<file path="config.mk">
export PLATFORM = sky130hd
export DESIGN_NAME = uart_fifo_bridge_flat
export DESIGN_NICKNAME = d
export VERILOG_FILES = /design/src/rtl/uart_fifo_pkg.sv /design/src/rtl/uart_fifo_bridge_if.sv /design/src/rtl/sync_fifo.sv /design/src/rtl/uart_fifo_bridge.sv /design/src/flat_wrapper.sv
export SDC_FILE = /design/constraint.sdc
export NUM_CORES = 1
export LEC_CHECK = 0
export CORE_ASPECT_RATIO = 1.2
export CORE_MARGIN = 5
export CORE_UTILIZATION = 25
export CTS_CLUSTER_SIZE = 28
export DETAILED_ROUTE_END_ITERATION = 8
export PLACE_DENSITY = 0.48
export SYNTH_ARGS = -nofsm -noshare
export SYNTH_HDL_FRONTEND = slang
export SYNTH_SLANG_ARGS = --single-unit
</file>
<file path="constraint.sdc">
create_clock -name clk -period 3.6 [get_ports clk]
set_input_delay 0.72 -clock clk [delete_from_list [all_inputs] [get_ports clk]]
set_output_delay 0.72 -clock clk [all_outputs]
set_load 0.01 [all_outputs]
</file>
<file path="src/rtl/uart_fifo_pkg.sv">
`default_nettype none
// ============================================================================
// Module   : uart_fifo_pkg
// Brief    : Shared mode encodings, FSM state types and baud divisor helper
//            for the UART FIFO bridge.
// Revision : 1.0
// ============================================================================
package uart_fifo_pkg;

    localparam logic [1:0] MODE_LOOP  = 2'b00;
    localparam logic [1:0] MODE_HOST  = 2'b01;
    localparam logic [1:0] MODE_PACED = 2'b10;

    typedef enum logic [1:0] {
        RX_IDLE  = 2'd0,
        RX_START = 2'd1,
        RX_DATA  = 2'd2,
        RX_STOP  = 2'd3
    } rx_state_t;

    typedef enum logic [1:0] {
        TX_IDLE  = 2'd0,
        TX_START = 2'd1,
        TX_DATA  = 2'd2,
        TX_STOP  = 2'd3
    } tx_state_t;

    function automatic int unsigned calc_div(input int unsigned clk_hz,
                                             input int unsigned baud,
                                             input int unsigned oversample);
        return clk_hz / (baud * oversample);
    endfunction

endpackage
`default_nettype wire

</file>
<file path="src/rtl/uart_fifo_bridge_if.sv">
`default_nettype none
// ============================================================================
// Module   : uart_fifo_bridge_if
// Brief    : Valid-ready host write/read channels of the UART FIFO bridge.
// Revision : 1.0
// ============================================================================
interface uart_fifo_bridge_if #(
    parameter int unsigned DATA_WIDTH = 8
);
    logic [DATA_WIDTH-1:0] wdata;
    logic                  wvalid;
    logic                  wready;
    logic [DATA_WIDTH-1:0] rdata;
    logic                  rvalid;
    logic                  rready;

    modport master (
        output wdata, wvalid, rready,
        input  wready, rdata, rvalid
    );

    modport slave (
        input  wdata, wvalid, rready,
        output wready, rdata, rvalid
    );
endinterface
`default_nettype wire

</file>
<file path="src/rtl/sync_fifo.sv">
`default_nettype none
// ============================================================================
// Module   : sync_fifo
// Brief    : First-word fall-through synchronous FIFO with fill count.
// Revision : 1.0
// ============================================================================
module sync_fifo #(
    parameter int unsigned DATA_WIDTH = 8,
    parameter int unsigned ADDR_WIDTH = 4
) (
    input  logic                  clk,
    input  logic                  rst,
    input  logic                  we,
    input  logic [DATA_WIDTH-1:0] wdata,
    input  logic                  re,
    output logic [DATA_WIDTH-1:0] rdata,
    output logic                  full,
    output logic                  empty,
    output logic [ADDR_WIDTH:0]   count
);
    localparam int unsigned         c_depth     = 2 ** ADDR_WIDTH;
    localparam logic [ADDR_WIDTH:0] c_depth_cnt = (ADDR_WIDTH + 1)'(c_depth);

    logic [DATA_WIDTH-1:0] r_mem [c_depth];
    logic [ADDR_WIDTH-1:0] r_wptr;
    logic [ADDR_WIDTH-1:0] r_rptr;
    logic [ADDR_WIDTH:0]   r_count;
    logic                  w_push;
    logic                  w_pop;

    assign full   = (r_count == c_depth_cnt);
    assign empty  = (r_count == '0);
    assign count  = r_count;
    assign rdata  = r_mem[r_rptr];
    // A push while full is dropped even if a pop frees a slot this cycle.
    assign w_push = we && !full;
    assign w_pop  = re && !empty;

    always_ff @(posedge clk) begin
        if (w_push) begin
            r_mem[r_wptr] <= wdata;
        end
    end

    always_ff @(posedge clk or posedge rst) begin
        if (rst) begin
            r_wptr  <= '0;
            r_rptr  <= '0;
            r_count <= '0;
        end else begin
            if (w_push) r_wptr <= r_wptr + 1'b1;
            if (w_pop)  r_rptr <= r_rptr + 1'b1;
            case ({w_push, w_pop})
                2'b10:   r_count <= r_count + 1'b1;
                2'b01:   r_count <= r_count - 1'b1;
                default: r_count <= r_count;
            endcase
        end
    end
endmodule
`default_nettype wire

</file>
<file path="src/rtl/uart_fifo_bridge.sv">
`default_nettype none
// ============================================================================
// Module   : uart_fifo_bridge
// Brief    : 16x-oversampled UART RX/TX with RX/TX FIFOs and a run-time
//            loopback / host / paced mode arbiter.
// Revision : 1.0
// ============================================================================
module uart_fifo_bridge
    import uart_fifo_pkg::*;
#(
    parameter int unsigned DATA_WIDTH = 8,
    parameter int unsigned ADDR_WIDTH = 4,
    parameter int unsigned CLK_HZ     = 100000000,
    parameter int unsigned BAUD       = 9600,
    parameter int unsigned OVERSAMPLE = 16
) (
    input  logic                  clk,
    input  logic                  rst,
    input  logic                  rx,
    output logic                  tx,
    input  logic [1:0]            mode,
    input  logic                  pace_tick,
    uart_fifo_bridge_if.slave     host,
    output logic [ADDR_WIDTH:0]   rx_count,
    output logic [ADDR_WIDTH:0]   tx_count,
    output logic                  tx_busy,
    output logic                  rx_overflow,
    output logic                  frame_err,
    input  logic                  clr_err
);
    localparam int unsigned c_div   = calc_div(CLK_HZ, BAUD, OVERSAMPLE);
    localparam int unsigned c_div_w = (c_div > 1) ? $clog2(c_div) : 1;
    localparam int unsigned c_os_w  = $clog2(OVERSAMPLE);
    localparam int unsigned c_bit_w = (DATA_WIDTH > 1) ? $clog2(DATA_WIDTH) : 1;
    localparam logic [c_div_w-1:0] c_div_last = c_div_w'(c_div - 1);
    localparam logic [c_os_w-1:0]  c_os_half  = c_os_w'(OVERSAMPLE / 2 - 1);
    localparam logic [c_os_w-1:0]  c_os_last  = c_os_w'(OVERSAMPLE - 1);
    localparam logic [c_bit_w-1:0] c_bit_last = c_bit_w'(DATA_WIDTH - 1);

    logic [c_div_w-1:0]    r_div_cnt;
    logic                  w_tick;
    logic [1:0]            r_mode;
    logic                  r_pace;
    logic                  r_rx_meta, r_rx_sync;
    logic                  r_rx_overflow, r_frame_err;
    logic                  r_tx;

    rx_state_t             r_rx_state, w_rx_state_nxt;
    logic [c_os_w-1:0]     r_rx_os, w_rx_os_nxt;
    logic [c_bit_w-1:0]    r_rx_bit, w_rx_bit_nxt;
    logic [DATA_WIDTH-1:0] r_rx_shift, w_rx_shift_nxt;
    logic                  w_rx_push, w_rx_ferr;

    tx_state_t             r_tx_state, w_tx_state_nxt;
    logic [c_os_w-1:0]     r_tx_os, w_tx_os_nxt;
    logic [c_bit_w-1:0]    r_tx_bit, w_tx_bit_nxt;
    logic [DATA_WIDTH-1:0] r_tx_shift, w_tx_shift_nxt;
    logic                  w_tx_nxt;

    logic                  w_host_mode, w_start_ok, w_loop_xfer;
    logic                  w_wready, w_rvalid;
    logic                  w_rx_pop, w_rx_full, w_rx_empty;
    logic                  w_tx_push, w_tx_pop, w_tx_full, w_tx_empty;
    logic [DATA_WIDTH-1:0] w_rx_head, w_tx_head, w_tx_wdata;

    assign w_tick = (r_div_cnt == c_div_last);

    always_ff @(posedge clk or posedge rst) begin
        if (rst) begin
            r_div_cnt <= '0;
            r_mode    <= MODE_LOOP;
            r_pace    <= 1'b0;
            r_rx_meta <= 1'b1;
            r_rx_sync <= 1'b1;
        end else begin
            r_div_cnt <= w_tick ? '0 : r_div_cnt + 1'b1;
            r_mode    <= mode;
            r_pace    <= pace_tick;
            r_rx_meta <= rx;
            r_rx_sync <= r_rx_meta;
        end
    end

    // Mode 11 behaves as host; only paced mode gates frame starts.
    assign w_host_mode = (r_mode != MODE_LOOP);
    assign w_start_ok  = (r_mode == MODE_PACED) ? r_pace : 1'b1;
    assign w_loop_xfer = !w_host_mode && !w_rx_empty && !w_tx_full;
    assign w_wready    = w_host_mode && !w_tx_full;
    assign w_rvalid    = w_host_mode && !w_rx_empty;
    assign host.wready = w_wready;
    assign host.rvalid = w_rvalid;
    assign host.rdata  = w_rvalid ? w_rx_head : '0;
    assign w_rx_pop    = w_loop_xfer || (w_rvalid && host.rready);
    assign w_tx_push   = w_loop_xfer || (w_wready && host.wvalid);
    assign w_tx_wdata  = w_loop_xfer ? w_rx_head : host.wdata;

    sync_fifo #(.DATA_WIDTH(DATA_WIDTH), .ADDR_WIDTH(ADDR_WIDTH)) u_rx_fifo (
        .clk(clk), .rst(rst), .we(w_rx_push), .wdata(r_rx_shift), .re(w_rx_pop),
        .rdata(w_rx_head), .full(w_rx_full), .empty(w_rx_empty), .count(rx_count)
    );

    sync_fifo #(.DATA_WIDTH(DATA_WIDTH), .ADDR_WIDTH(ADDR_WIDTH)) u_tx_fifo (
        .clk(clk), .rst(rst), .we(w_tx_push), .wdata(w_tx_wdata), .re(w_tx_pop),
        .rdata(w_tx_head), .full(w_tx_full), .empty(w_tx_empty), .count(tx_count)
    );

    always_ff @(posedge clk or posedge rst) begin
        if (rst) begin
            r_rx_state <= RX_IDLE;
            r_rx_os    <= '0;
            r_rx_bit   <= '0;
            r_rx_shift <= '0;
        end else begin
            r_rx_state <= w_rx_state_nxt;
            r_rx_os    <= w_rx_os_nxt;
            r_rx_bit   <= w_rx_bit_nxt;
            r_rx_shift <= w_rx_shift_nxt;
        end
    end

    always_comb begin
        w_rx_state_nxt = r_rx_state;
        w_rx_os_nxt    = r_rx_os;
        w_rx_bit_nxt   = r_rx_bit;
        w_rx_shift_nxt = r_rx_shift;
        w_rx_push      = 1'b0;
        w_rx_ferr      = 1'b0;
        if (w_tick) begin
            case (r_rx_state)
                RX_IDLE: begin
                    if (!r_rx_sync) begin
                        w_rx_state_nxt = RX_START;
                        w_rx_os_nxt    = '0;
                    end
                end
                RX_START: begin
                    if (r_rx_os == c_os_half) begin
                        // A start bit that is high again at mid-bit was a glitch.
                        w_rx_state_nxt = r_rx_sync ? RX_IDLE : RX_DATA;
                        w_rx_os_nxt    = '0;
                        w_rx_bit_nxt   = '0;
                    end else begin
                        w_rx_os_nxt = r_rx_os + 1'b1;
                    end
                end
                RX_DATA: begin
                    if (r_rx_os == c_os_last) begin
                        w_rx_os_nxt    = '0;
                        w_rx_shift_nxt = {r_rx_sync, r_rx_shift[DATA_WIDTH-1:1]};
                        if (r_rx_bit == c_bit_last) w_rx_state_nxt = RX_STOP;
                        else                        w_rx_bit_nxt   = r_rx_bit + 1'b1;
                    end else begin
                        w_rx_os_nxt = r_rx_os + 1'b1;
                    end
                end
                RX_STOP: begin
                    if (r_rx_os == c_os_last) begin
                        w_rx_state_nxt = RX_IDLE;
                        w_rx_os_nxt    = '0;
                        w_rx_push      = r_rx_sync;
                        w_rx_ferr      = !r_rx_sync;
                    end else begin
                        w_rx_os_nxt = r_rx_os + 1'b1;
                    end
                end
                default: w_rx_state_nxt = RX_IDLE;
            endcase
        end
    end

    // A set event wins over a simultaneous clear.
    always_ff @(posedge clk or posedge rst) begin
        if (rst) begin
            r_rx_overflow <= 1'b0;
            r_frame_err   <= 1'b0;
        end else begin
            if (w_rx_push && w_rx_full) r_rx_overflow <= 1'b1;
            else if (clr_err)           r_rx_overflow <= 1'b0;
            if (w_rx_ferr)              r_frame_err   <= 1'b1;
            else if (clr_err)           r_frame_err   <= 1'b0;
        end
    end

    assign rx_overflow = r_rx_overflow;
    assign frame_err   = r_frame_err;

    always_ff @(posedge clk or posedge rst) begin
        if (rst) begin
            r_tx_state <= TX_IDLE;
            r_tx_os    <= '0;
            r_tx_bit   <= '0;
            r_tx_shift <= '0;
            r_tx       <= 1'b1;
        end else begin
            r_tx_state <= w_tx_state_nxt;
            r_tx_os    <= w_tx_os_nxt;
            r_tx_bit   <= w_tx_bit_nxt;
            r_tx_shift <= w_tx_shift_nxt;
            r_tx       <= w_tx_nxt;
        end
    end

    always_comb begin
        w_tx_state_nxt = r_tx_state;
        w_tx_os_nxt    = r_tx_os;
        w_tx_bit_nxt   = r_tx_bit;
        w_tx_shift_nxt = r_tx_shift;
        w_tx_pop       = 1'b0;
        case (r_tx_state)
            TX_IDLE: begin
                if (w_start_ok && !w_tx_empty) begin
                    w_tx_pop       = 1'b1;
                    w_tx_shift_nxt = w_tx_head;
                    w_tx_os_nxt    = '0;
                    w_tx_bit_nxt   = '0;
                    w_tx_state_nxt = TX_START;
                end
            end
            TX_START: begin
                if (w_tick) begin
                    if (r_tx_os == c_os_last) begin
                        w_tx_os_nxt    = '0;
                        w_tx_state_nxt = TX_DATA;
                    end else begin
                        w_tx_os_nxt = r_tx_os + 1'b1;
                    end
                end
            end
            TX_DATA: begin
                if (w_tick) begin
                    if (r_tx_os == c_os_last) begin
                        w_tx_os_nxt    = '0;
                        w_tx_shift_nxt = {1'b0, r_tx_shift[DATA_WIDTH-1:1]};
                        if (r_tx_bit == c_bit_last) w_tx_state_nxt = TX_STOP;
                        else                        w_tx_bit_nxt   = r_tx_bit + 1'b1;
                    end else begin
                        w_tx_os_nxt = r_tx_os + 1'b1;
                    end
                end
            end
            TX_STOP: begin
                if (w_tick) begin
                    if (r_tx_os == c_os_last) begin
                        w_tx_os_nxt    = '0;
                        w_tx_state_nxt = TX_IDLE;
                    end else begin
                        w_tx_os_nxt = r_tx_os + 1'b1;
                    end
                end
            end
            default: w_tx_state_nxt = TX_IDLE;
        endcase
        // Line level is registered from the next state so tx never glitches.
        case (w_tx_state_nxt)
            TX_START: w_tx_nxt = 1'b0;
            TX_DATA:  w_tx_nxt = w_tx_shift_nxt[0];
            default:  w_tx_nxt = 1'b1;
        endcase
    end

    assign tx      = r_tx;
    assign tx_busy = (r_tx_state != TX_IDLE);
endmodule
`default_nettype wire

</file>
<file path="src/flat_wrapper.sv">
// flat-port wrapper written by rule: the top's interface ports become plain ports
module uart_fifo_bridge_flat import uart_fifo_pkg::*;
#(
    parameter int unsigned DATA_WIDTH = 8,
    parameter int unsigned ADDR_WIDTH = 4,
    parameter int unsigned CLK_HZ     = 100000000,
    parameter int unsigned BAUD       = 9600,
    parameter int unsigned OVERSAMPLE = 16
)
  (clk, rst, rx, tx, mode, pace_tick, rx_count, tx_count, tx_busy, rx_overflow, frame_err, clr_err, host_wdata, host_wvalid, host_rready, host_wready, host_rdata, host_rvalid);
  uart_fifo_bridge_if #(.DATA_WIDTH(DATA_WIDTH)) host_i ();
  input  logic clk;
  input  logic rst;
  input  logic rx;
  output logic tx;
  input  logic [1:0] mode;
  input  logic pace_tick;
  output logic [ADDR_WIDTH:0] rx_count;
  output logic [ADDR_WIDTH:0] tx_count;
  output logic tx_busy;
  output logic rx_overflow;
  output logic frame_err;
  input  logic clr_err;
  input wire logic [$bits(host_i.wdata)-1:0] host_wdata;
  input wire logic [$bits(host_i.wvalid)-1:0] host_wvalid;
  input wire logic [$bits(host_i.rready)-1:0] host_rready;
  output wire logic [$bits(host_i.wready)-1:0] host_wready;
  output wire logic [$bits(host_i.rdata)-1:0] host_rdata;
  output wire logic [$bits(host_i.rvalid)-1:0] host_rvalid;
  assign host_i.wdata = host_wdata;
  assign host_i.wvalid = host_wvalid;
  assign host_i.rready = host_rready;
  assign host_wready = host_i.wready;
  assign host_rdata = host_i.rdata;
  assign host_rvalid = host_i.rvalid;
  uart_fifo_bridge #(.DATA_WIDTH(DATA_WIDTH), .ADDR_WIDTH(ADDR_WIDTH), .CLK_HZ(CLK_HZ), .BAUD(BAUD), .OVERSAMPLE(OVERSAMPLE)) u_core (.clk(clk), .rst(rst), .rx(rx), .tx(tx), .mode(mode), .pace_tick(pace_tick), .host(host_i), .rx_count(rx_count), .tx_count(tx_count), .tx_busy(tx_busy), .rx_overflow(rx_overflow), .frame_err(frame_err), .clr_err(clr_err));
endmodule
</file>
# After elaboration in Yosys (flattened, before gate mapping)
# Memories as Yosys holds them, arrays and structs flattened.
# Cells that the tools add are included.
dict set report totals {
  register_bits 78
  mem_bits_rw 256
  in_bits 17
  out_inout_bits 24
  word_cells 170
  memories 2
}
dict set report classes {
  addsub 13
  eq_ne 32
  n_mux 59
  n_reduce_logical 41
}
# memory depth width rd rd_clocked_by_memory_dff wr line_no
set memory_table {}
lappend memory_table {u_core.u_rx_fifo.r_mem 16 8 1 0 1 sync_fifo.sv:24} ;# logic [DATA_WIDTH-1:0] r_mem [c_depth];
lappend memory_table {u_core.u_tx_fifo.r_mem 16 8 1 0 1 sync_fifo.sv:24}
# operator count
set ops {}
lappend ops {{8-bit 2-to-1 mux} 5}
lappend ops {{2-bit 2-to-1 mux} 14}
lappend ops {{4-bit by 1-bit adder with 4-bit output (second input constant)} 6}
lappend ops {{4-bit 2-to-1 mux} 6}
lappend ops {{3-bit 2-to-1 mux} 7}
lappend ops {{5-bit case mux with 2 select lines} 2}
lappend ops {{2-bit == test (second input constant)} 8}
lappend ops {{1-bit 2-to-1 mux} 16}
lappend ops {{2-bit by 1-bit != test with 1-bit output (second input constant)} 8}
lappend ops {{2-bit case mux with 4 select lines} 2}
lappend ops {{8-bit case mux with 2 select lines} 1}
lappend ops {{2-bit nonzero test} 8}
lappend ops {{1-bit logical AND} 12}
lappend ops {{3-bit case mux with 2 select lines} 2}
lappend ops {{4-bit case mux with 3 select lines} 1}
lappend ops {{10-bit by 1-bit adder with 10-bit output (second input constant)} 1}
lappend ops {{5-bit by 1-bit adder with 5-bit output (second input constant)} 2}
lappend ops {{10-bit == test (second input constant)} 1}
lappend ops {{2-bit by 1-bit == test with 1-bit output (second input constant)} 5}
lappend ops {{5-bit == test (second input constant)} 2}
lappend ops {{5-bit logical NOT} 2}
lappend ops {{10-bit 2-to-1 mux} 1}
lappend ops {{5-bit AND reduction} 2}
lappend ops {{5-bit by 1-bit subtractor with 5-bit output (second input constant)} 2}
lappend ops {{16 further kinds} 29}

# Logic depth before layout (Yosys ltp)
# Gate-level depths: netlist of run 1.
dict set report depth {
  depth_word 8
  depth_mapped 15
  mapped_depth_nobuf 13
}

# By module
# Synthesis of run 1 repeated with hierarchy kept, for this count alone.
dict set report unflattened {
  cells_unflattened 907
  area_unflattened_um2 14193.6
}
# mod instances cells_each area_each_um2
set by_module_without_submodules {}
lappend by_module_without_submodules {sync_fifo 2 333 5796.8}
lappend by_module_without_submodules {uart_fifo_bridge 1 241 2600.0}

# Least setup slack after synthesis of run 1
# OpenSTA, ideal clock, no wires.
dict set report synth_timing {
  path_kind {reg2reg}
  start {reg u_core.r_rx_os[0]}
  end {reg u_core.u_rx_fifo.r_count[4] (netlist: u_core.u_rx_fifo.count[4])}
  t_arrival_ns 2.747
  required_ns 3.521
  path_slack_ns 0.774
  stages_incl_launch_ff 15
  path_buffers 1
  cell_sequence {dfrtp_1 ha_1 and3_1 and3_1 and4_1 buf_4 inv_1 ha_1 inv_1 fa_1 nor2b_1 o21ai_0 and3_1 nor3_1 xor2_1}
}
dict set report synth_between {
  elab_chain_cells 7
  elab_cells_between_ends 9
}
# element line_no
set synth_rtl {}
lappend synth_rtl {{from (decl)} uart_fifo_bridge.sv:49} ;# logic [c_os_w-1:0] r_rx_os, w_rx_os_nxt;
lappend synth_rtl {{from (signal assigned)} uart_fifo_bridge.sv:115} ;# r_rx_os <= w_rx_os_nxt;
lappend synth_rtl {{4-bit == test (*)} uart_fifo_bridge.sv:157} ;# if (r_rx_os == c_os_last) begin
lappend synth_rtl {{1-bit 2-to-1 mux (*)} uart_fifo_bridge.sv:157}
lappend synth_rtl {{1-bit 2-to-1 mux (*)} uart_fifo_bridge.sv:129} ;# case (r_rx_state)
lappend synth_rtl {{1-bit 2-to-1 mux (*)} uart_fifo_bridge.sv:128} ;# if (w_tick) begin
lappend synth_rtl {{1-bit logical AND (*)} sync_fifo.sv:36} ;# assign w_push = we && !full;
lappend synth_rtl {{2-bit by 1-bit == test with 1-bit output / 2-bit == test (equally long branches)} sync_fifo.sv:53} ;# case ({w_push, w_pop})
lappend synth_rtl {{5-bit case mux with 2 select lines / 2-bit nonzero test (equally long branches)} -}
lappend synth_rtl {{to (signal assigned)} sync_fifo.sv:54} ;# 2'b10: r_count <= r_count + 1'b1;
lappend synth_rtl {{to (signal assigned)} sync_fifo.sv:55} ;# 2'b01: r_count <= r_count - 1'b1;
lappend synth_rtl {{to (signal assigned)} sync_fifo.sv:56} ;# default: r_count <= r_count;
lappend synth_rtl {{to (decl)} sync_fifo.sv:27} ;# logic [ADDR_WIDTH:0] r_count;
# Mark *: on every way between the ends. The rest lies on a longest branch, timed or not.
# A chain may end at the register's enable or synchronous reset.

# Worst setup path after layout of run 1
dict set report layout_timing {
  start {reg u_core.u_rx_fifo.r_rptr[0]}
  end {out host_rdata[5]}
}
dict set report layout_between {
  elab_chain_cells 2
}
# element line_no
set layout_rtl {}
lappend layout_rtl {{from (decl)} sync_fifo.sv:26} ;# logic [ADDR_WIDTH-1:0] r_rptr;
lappend layout_rtl {{from (signal assigned)} sync_fifo.sv:52} ;# if (w_pop) r_rptr <= r_rptr + 1'b1;
lappend layout_rtl {{memory 16 x 8 bit} -}
lappend layout_rtl {{8-bit 2-to-1 mux} uart_fifo_bridge.sv:92} ;# assign host.rdata = w_rvalid ? w_rx_head : '0;
lappend layout_rtl {{to (decl)} flat_wrapper.sv:28} ;# output wire logic [$bits(host_i.rdata)-1:0] host_rdata;
# Every way passes these cells.

==> results of run 1 <==
-- worst max-delay path, delay by kind of cell, from the launching register on --
family / cells / cell delay, ns
buffers and inverters: 2 / 0.78
multiplexers: 1 / 0.53
AO/OA/AOI/OAI: 2 / 0.49
flip-flops: 1 / 0.39
-- path summary, 6_finish.rpt --
kind | slack [ns] | startpoint | cells past startpoint | endpoint
min reg2reg | 0.36 | u_core.r_rx_meta | 0 | u_core.r_rx_sync
max in group asynchronous | 2.59 | rst | 3 | u_core.r_rx_sync
max reg2reg | 0.70 | u_core.r_rx_os[0] | 13 | u_core.u_rx_fifo.count[4]
max | 0.14 | u_core.u_rx_fifo.r_rptr[0] | 5 | host_rdata[5]
min | 0.36 | u_core.r_rx_meta | 0 | u_core.r_rx_sync
min in group asynchronous | 0.60 | rst | 3 | u_core.u_rx_fifo.count[1]
-- per-layer routing --
layer | vias up | global-route usage, % | share of wire [%]
li1 | 3391 | - | -
met5 | - | 0 | 0
met3 | 42 | 1.579 | 3.2
met1 | 3799 | 13.17 | 42
met4 | 0 | 2.945 | 1.9
met2 | 102 | 19.40 | 53
-- power groups by stage --
stage / combinational (mW) / clock [mW] / sequential, mW
after detailed placement: 3.10 / 0 / 5.01
after CTS: 3.12 / 3.91 / 4.94
final: 3.02 / 3.79 / 4.93
after floorplan: 2.04 / 0 / 4.88
after global placement: 3.10 / 0 / 5.01
after global routing: 3.30 / 4.07 / 4.98
-- logic make-up after synthesis --
kind of cell	share of synthesized area (%)
mux	12.17
compound gates	5.440
flops	69.30
xor+xnor	1.951
fa+ha+maj	2.625
buf+inv	2.266
simple gates	6.258
-- final cells by class --
class	instances	area, um^2	share of cell area (%)
Multi-Input combinational cell	430	3958	23.80
Sequential cell	334	9646	58.00
Clock buffer	50	1077	6.478
Inverter	26	101.3	0.6094
Timing Repair Buffer	85	775.7	4.665
Clock inverter	19	171.4	1.031
Tap cell	720	900.9	5.417
-- sequential cells by signal (all words and copies together), names as in the netlist, 2 cells and up, named ones only --
name                     count
u_core.r_tx_state            2
u_core.r_mode                2
u_core.u_rx_fifo.r_mem     128
u_core.r_rx_os               4
u_core.r_tx_bit              3
u_core.u_tx_fifo.r_rptr      4
u_core.u_rx_fifo.r_rptr      4
u_core.r_div_cnt            10
u_core.r_rx_shift            8
u_core.r_tx_shift            8
u_core.u_tx_fifo.r_mem     128
u_core.u_rx_fifo.r_wptr      4
u_core.u_tx_fifo.count       5
u_core.u_rx_fifo.count       5
u_core.r_tx_os               4
u_core.u_tx_fifo.r_wptr      4
u_core.r_rx_bit              3
-- per-stage QoR --
| stage | hold slack, ns | instances | utilization [%] |
|---|---|---|---|
| finish | 0.3630 | 1664 | 30.21 |
| global route | 0.3698 | 1664 | 30.21 |
| CTS | 0.3710 | 1664 | 30.21 |
| detailed placement | 0.3581 | 1595 | 27.94 |
| global placement | 0.3574 | 1595 | 27.94 |
| floorplan | 0.3452 | 825 | - |
-- layout by cell type (no fill, tap or decap), types with 3 or more instances in the layout --
cell             Yosys  routed
a211oi_1             4       4
a21o_1               5       5
a21oi_1             22      22
a221o_1              7       7
a221oi_1            10      10
a22o_1               6       6
a22oi_1             21      21
and2_1              13      13
and3_1               6       6
and4_1               3       3
buf_12               1       3
buf_4                4      42
clkbuf_1            13       5
clkbuf_16            0      39
clkbuf_8             0       6
clkdlybuf4s50_1      0      40
clkinv_1             0       4
clkinv_2             0       9
dfrtp_1             75      73
dfstp_2              3       3
edfxtp_1           256     256
ha_1                26      26
inv_1               25      24
mux2_2              21      21
mux2i_1             21      21
mux4_2              53      53
nand2_1             45      45
nand2b_1             5       5
nand3_1             14      14
nand4_1              3       3
nor2_1              41      41
nor2b_1              7       7
nor3_1              13      13
o21ai_0             14      14
o21ai_1              4       4
xnor2_1             22      22
xor2_1               9       9
==> flow_summary_export.csv, run 1 <==
group,metric,value,unit
floorplanning,rows,94,
global_routing,grt_overflow,0,
setup_path,worstPathMaxFanout,13,
setup_path,cp-start-kind,"register",
clock_network,htreeDepth,2,
global_routing,first_global_vias,7868,
clock_network,hold_buffers,0,
logic_synthesis,synth_fp_nets,870,
power,ir_drop,465.6,uV
power,clkPwrFrac,32.3,%
floorplanning,die_h,268.5,um
setup_path,cp_cell_sequence,"buf_4 > mux4_2 > a22oi_1 > a21oi_1 > clkdlybuf4s50_1",
logic_synthesis,avgSynthCellArea,16.87,um^2
logic_synthesis,ys_seq_area_share,69.30,%
logic_synthesis,synth.area.top_cells,"edfxtp_1, dfrtp_1, mux4_2",
logic_synthesis,synth.most_common_cell,"edfxtp_1",
setup_path,endpoint_kind,"primary output",
logic_synthesis,yosysTopAreaCell,"edfxtp_1",
power,total_power,11.74,mW
detailed_routing,ant_nets,0,
clock_network,cts_resized,0,
timing,tightest_slew,0.8436,ns
logic_synthesis,yosysWarnings,0,
clock_network,cts_setup_buffers,0,
logic_synthesis,synth_ff_type,"edfxtp_1",
logic_synthesis,synth_top_cell_area_share,55.24,%
floorplanning,dieArea,60500,um^2
power,p_sw_share,29.75,%
timing,fin_crit_sh,96.02,%
power,power_leakage,5.593,nW
detailed_routing,via_count,7334,
detailed_routing,drt_iter0_drc,445,
timing,relSlewSlack,43.64,%
final_layout,num_antenna_cells,0,
timing,rsz0062_at_grt,"true",
clock_network,clkTransAtPathRegs,0.06,ns
logic_synthesis,yosys.cell_types.count,64,
clock_network,clk_path_buf_depth,3,
placement,port_buffers,40,
setup_path,path_class,"register to primary output",
placement,hpwl,20960,um
floorplanning,die_x,225.4,um
timing,finalSetupViolCount,0,
final_layout,layout-drive-gt1-share,21.19,%
global_routing,track_usage,10.64,%
placement,dpl-instance-area,15380,um^2
detailed_routing,route.detailed.drc,0,
clock_network,clockRootBuffer,"clkbuf_16",
detailed_routing,avgViaCountPerCell,4.407,
setup_path,critPathMaxStageDelay,0.53,ns
setup_path,crit_required,2.88,ns
final_layout,fillers,5529,
power,p_switching,3.492,mW
final_layout,syn2layout_area_growth,19.50,%
clock_network,cts_tree,"yes",
power,p_seq_share,42.0,%
logic_synthesis,synth_common_cells,"edfxtp_1, dfrtp_1, mux4_2, nand2_1, nor2_1",
setup_path,slowest_stage,"mux4_2",
timing,fin_crit,3.457,ns
timing,fmax,289.3,MHz
timing,worst_slack,0.1433,ns
worst_hold_path,worstHoldPathType,"register to register",
timing,drv_slew,0,
job,maxCapViolCount,0,
placement,finalWeightedCongestion,0.7202,
detailed_routing,wl,31880,um
global_routing,grt_max_degree,79,
run_status,status,"finished, final reports clean",
power,p_int,8.246,mW
floorplanning,ios,41,
logic_synthesis,synthesis.area,13920,um^2
logic_synthesis,synth_edf_count,256,
power,power_density,705.9,nW/um^2
final_layout,fin_nets,960,
global_routing,antenna_found_initial,0,
detailed_routing,first_pass_iters,7,
clock_network,clkSinkCount,334,
final_layout,fin_area,16630,um^2
placement,dp_slack,0.5304,ns
clock_network,insertion_delay,0.53,ns
logic_synthesis,ys_seq_elements,334,
timing,tns,0,ns
logic_synthesis,synth-async-reset-ratio,23.35,%
global_routing,grt_pass1_wl,49270,um
clock_network,cts_buffers,38,
logic_synthesis,syn-instance-count,825,
detailed_routing,routedWlPerCell,19.16,um
floorplanning,core-area,55040,um^2
timing,hold_viol_final,0,
timing,fin_worst_skew,0.02397,ns
setup_path,cp.arrival,2.74,ns
floorplanning,start_util,25.28,%
power,pwr-share-comb,25.7,%
Power figures use the tool's default switching activity.
==> run 2, diff against run 1 <==
--- a/config.mk
+++ b/config.mk
@@ -8,6 +8,7 @@
 export CORE_ASPECT_RATIO = 1.2
 export CORE_MARGIN = 5
 export CORE_UTILIZATION = 25
+export CTS_BUF_LIST = sky130_fd_sc_hd__clkbuf_2 sky130_fd_sc_hd__clkbuf_4 sky130_fd_sc_hd__clkbuf_8
 export CTS_CLUSTER_SIZE = 28
 export DETAILED_ROUTE_END_ITERATION = 8
 export PLACE_DENSITY = 0.48
==> flow_summary_export.csv, run 2 (synthesis results as in run 1) <==
group,metric,value,unit
clock_network,clk_path_buf_depth,3,
final_layout,fin_nets,978,
detailed_routing,via_count,7427,
setup_path,r2r_start,"u_core.r_rx_os[0]",
setup_path,path_class,"register to primary output",
global_routing,antenna_found_initial,1,
timing,tns,0,ns
detailed_routing,avgViaCountPerCell,4.371,
placement,dpl-instance-area,15380,um^2
setup_path,reg2regPathDepth,13,
timing,hold_viol_final,0,
global_routing,grt.busiest_layer,"met2",
timing,tightest_slew,0.8136,ns
global_routing,grt_max_degree,79,
setup_path,cp.arrival,2.74,ns
worst_hold_path,min_from,"u_core.r_rx_meta",
clock_network,clkSinkCount,334,
power,ir_drop,332.9,uV
final_layout,mostFrequentLayoutCells,"edfxtp_1, dfrtp_1, clkbuf_8",
clock_network,clockRootBuffer,"clkbuf_8",
floorplanning,core-area,55040,um^2
power,power_density,696.8,nW/um^2
global_routing,grt_util_met3,1.905,%
floorplanning,die_h,268.5,um
timing,drv_slew,0,
floorplanning,die_x,225.4,um
setup_path,reg2reg_to,"u_core.u_rx_fifo.count[4]",
global_routing,use_met2,19.50,%
final_layout,layout_commonest_cell,"edfxtp_1",
floorplanning,start_util,25.28,%
global_routing,grt_pass1_wl,49900,um
timing,relSlewSlack,45.65,%
placement,hpwl,20960,um
placement,finalWeightedCongestion,0.7202,
timing,rsz0062_at_grt,"false",
final_layout,fin_area,16640,um^2
setup_path,reg2reg_slack,0.68,ns
setup_path,cp-start-kind,"register",
job,maxCapViolCount,0,
detailed_routing,routedWlPerCell,19.19,um
final_layout,top_regs,"u_core.u_rx_fifo.r_mem: 128 flops, u_core.u_tx_fifo.r_mem: 128 flops, u_core.r_div_cnt: 10 flops",
floorplanning,dieArea,60500,um^2
detailed_routing,ant_nets,0,
timing,fin_worst_skew,0.04881,ns
final_layout,syn2layout_area_growth,19.55,%
setup_path,worstPathMaxFanout,22,
global_routing,first_global_vias,7998,
detailed_routing,first_pass_iters,4,
global_routing,grt_use_met1,13.16,%
run_status,status,"finished, final reports clean",
clock_network,htreeDepth,2,
floorplanning,rows,94,
setup_path,crit_required,2.88,ns
detailed_routing,route.detailed.drc,0,
final_layout,layout-drive-gt1-share,24.54,%
floorplanning,ios,41,
global_routing,grt_overflow,0,
placement,port_buffers,40,
worst_hold_path,holdPathStages,0,
worst_hold_path,worstHoldPathType,"register to register",
setup_path,endpoint_kind,"primary output",
clock_network,cts_setup_buffers,0,
timing,fin_crit,3.457,ns
power,power_leakage,5.615,nW
clock_network,cts_tree,"yes",
detailed_routing,drt_iter0_drc,424,
worst_hold_path,holdPathEnd,"u_core.r_rx_sync",
detailed_routing,wl,32610,um
timing,finalSetupViolCount,0,
timing,fin_crit_sh,96.04,%
clock_network,cts_buffers,56,
timing,fmax,289.2,MHz
clock_network,insertion_delay,0.64,ns
global_routing,track_usage,10.84,%
clock_network,clkTransAtPathRegs,0.06,ns
run 2: cell count changes in the layout (fill, tap and decap cells not counted), sizes merged:
cell	previous run	this run
clkbuf	50	79
bufinv	2	4
clkinvlp	2	1
inv	26	27
clkinv	15	18
diode	0	1
run 2: layout make-up:
cell class / instances / area [um^2]
tap: 720 / 900.9
fill: 5553 / 38410
clock buffer: 79 / 980.9
inverter: 26 / 101.3
multi-input combinational: 430 / 4003
timing repair buffer: 85 / 779.5
antenna: 1 / 2.502
sequential: 334 / 9646
clock inverter: 24 / 222.7
run 2: layer usage:
metal | share of wire (%) | up-vias
li1 | - | 3429
met1 | 42 | 3824
met2 | 53 | 123
met3 | 3.3 | 51
met4 | 2.1 | 0
met5 | 0 | -
run 2: worst max path at each step:
stage	startpoint	end	slack, ns	depth (start not counted)
floorplan	u_core.r_rx_os[0]	u_core.u_rx_fifo.count[4]	0.77	14
global placement	host_rready	u_core.u_rx_fifo.count[4]	0.55	11
detailed placement	host_rready	u_core.u_rx_fifo.count[4]	0.53	11
CTS	u_core.u_rx_fifo.r_rptr[0]	host_rdata[6]	0.04	5
global route	u_core.u_rx_fifo.r_rptr[0]	host_rdata[4]	0.002	5
finish	u_core.u_rx_fifo.r_rptr[0]	host_rdata[3]	0.14	5
run 2: per-stage QoR:
stage | utilization [%] | worst slack [ns] | cells | total power, mW | hold slack [ns]
finish | 30.22 | 0.1426 | 1699 | 11.59 | 0.3584
detailed placement | 27.94 | 0.5304 | 1595 | 8.115 | 0.3581
global route | 30.22 | 0.001843 | 1699 | 12.23 | 0.3675
floorplan | - | 0.7740 | 825 | 6.921 | 0.3452
CTS | 30.19 | 0.03938 | 1698 | 11.82 | 0.3655
global placement | 27.94 | 0.5474 | 1595 | 8.105 | 0.3574
run 2: critical path: stages, from the launching register on:
cell,delay (ns)
dfrtp_2,0.39
buf_12,0.22
mux4_2,0.53
a22oi_1,0.28
a21oi_1,0.15
clkdlybuf4s50_1,0.52
run 2: power by group:
group          switching (mW)  leakage [nW]  total [mW]  internal, mW
registers               0.304          3.03        4.94          4.63
clock network            1.55         0.631        3.60          2.05
logic                    1.68          1.96        3.06          1.38
total                    3.53          5.62        11.6          8.07
run 2: timing repair:
| action | in CTS | in global routing |
|---|---|---|
| setup endpoints to repair | 8 | 6 |
| hold buffers | 0 | 0 |
| gates resized for setup | 7 | 4 |
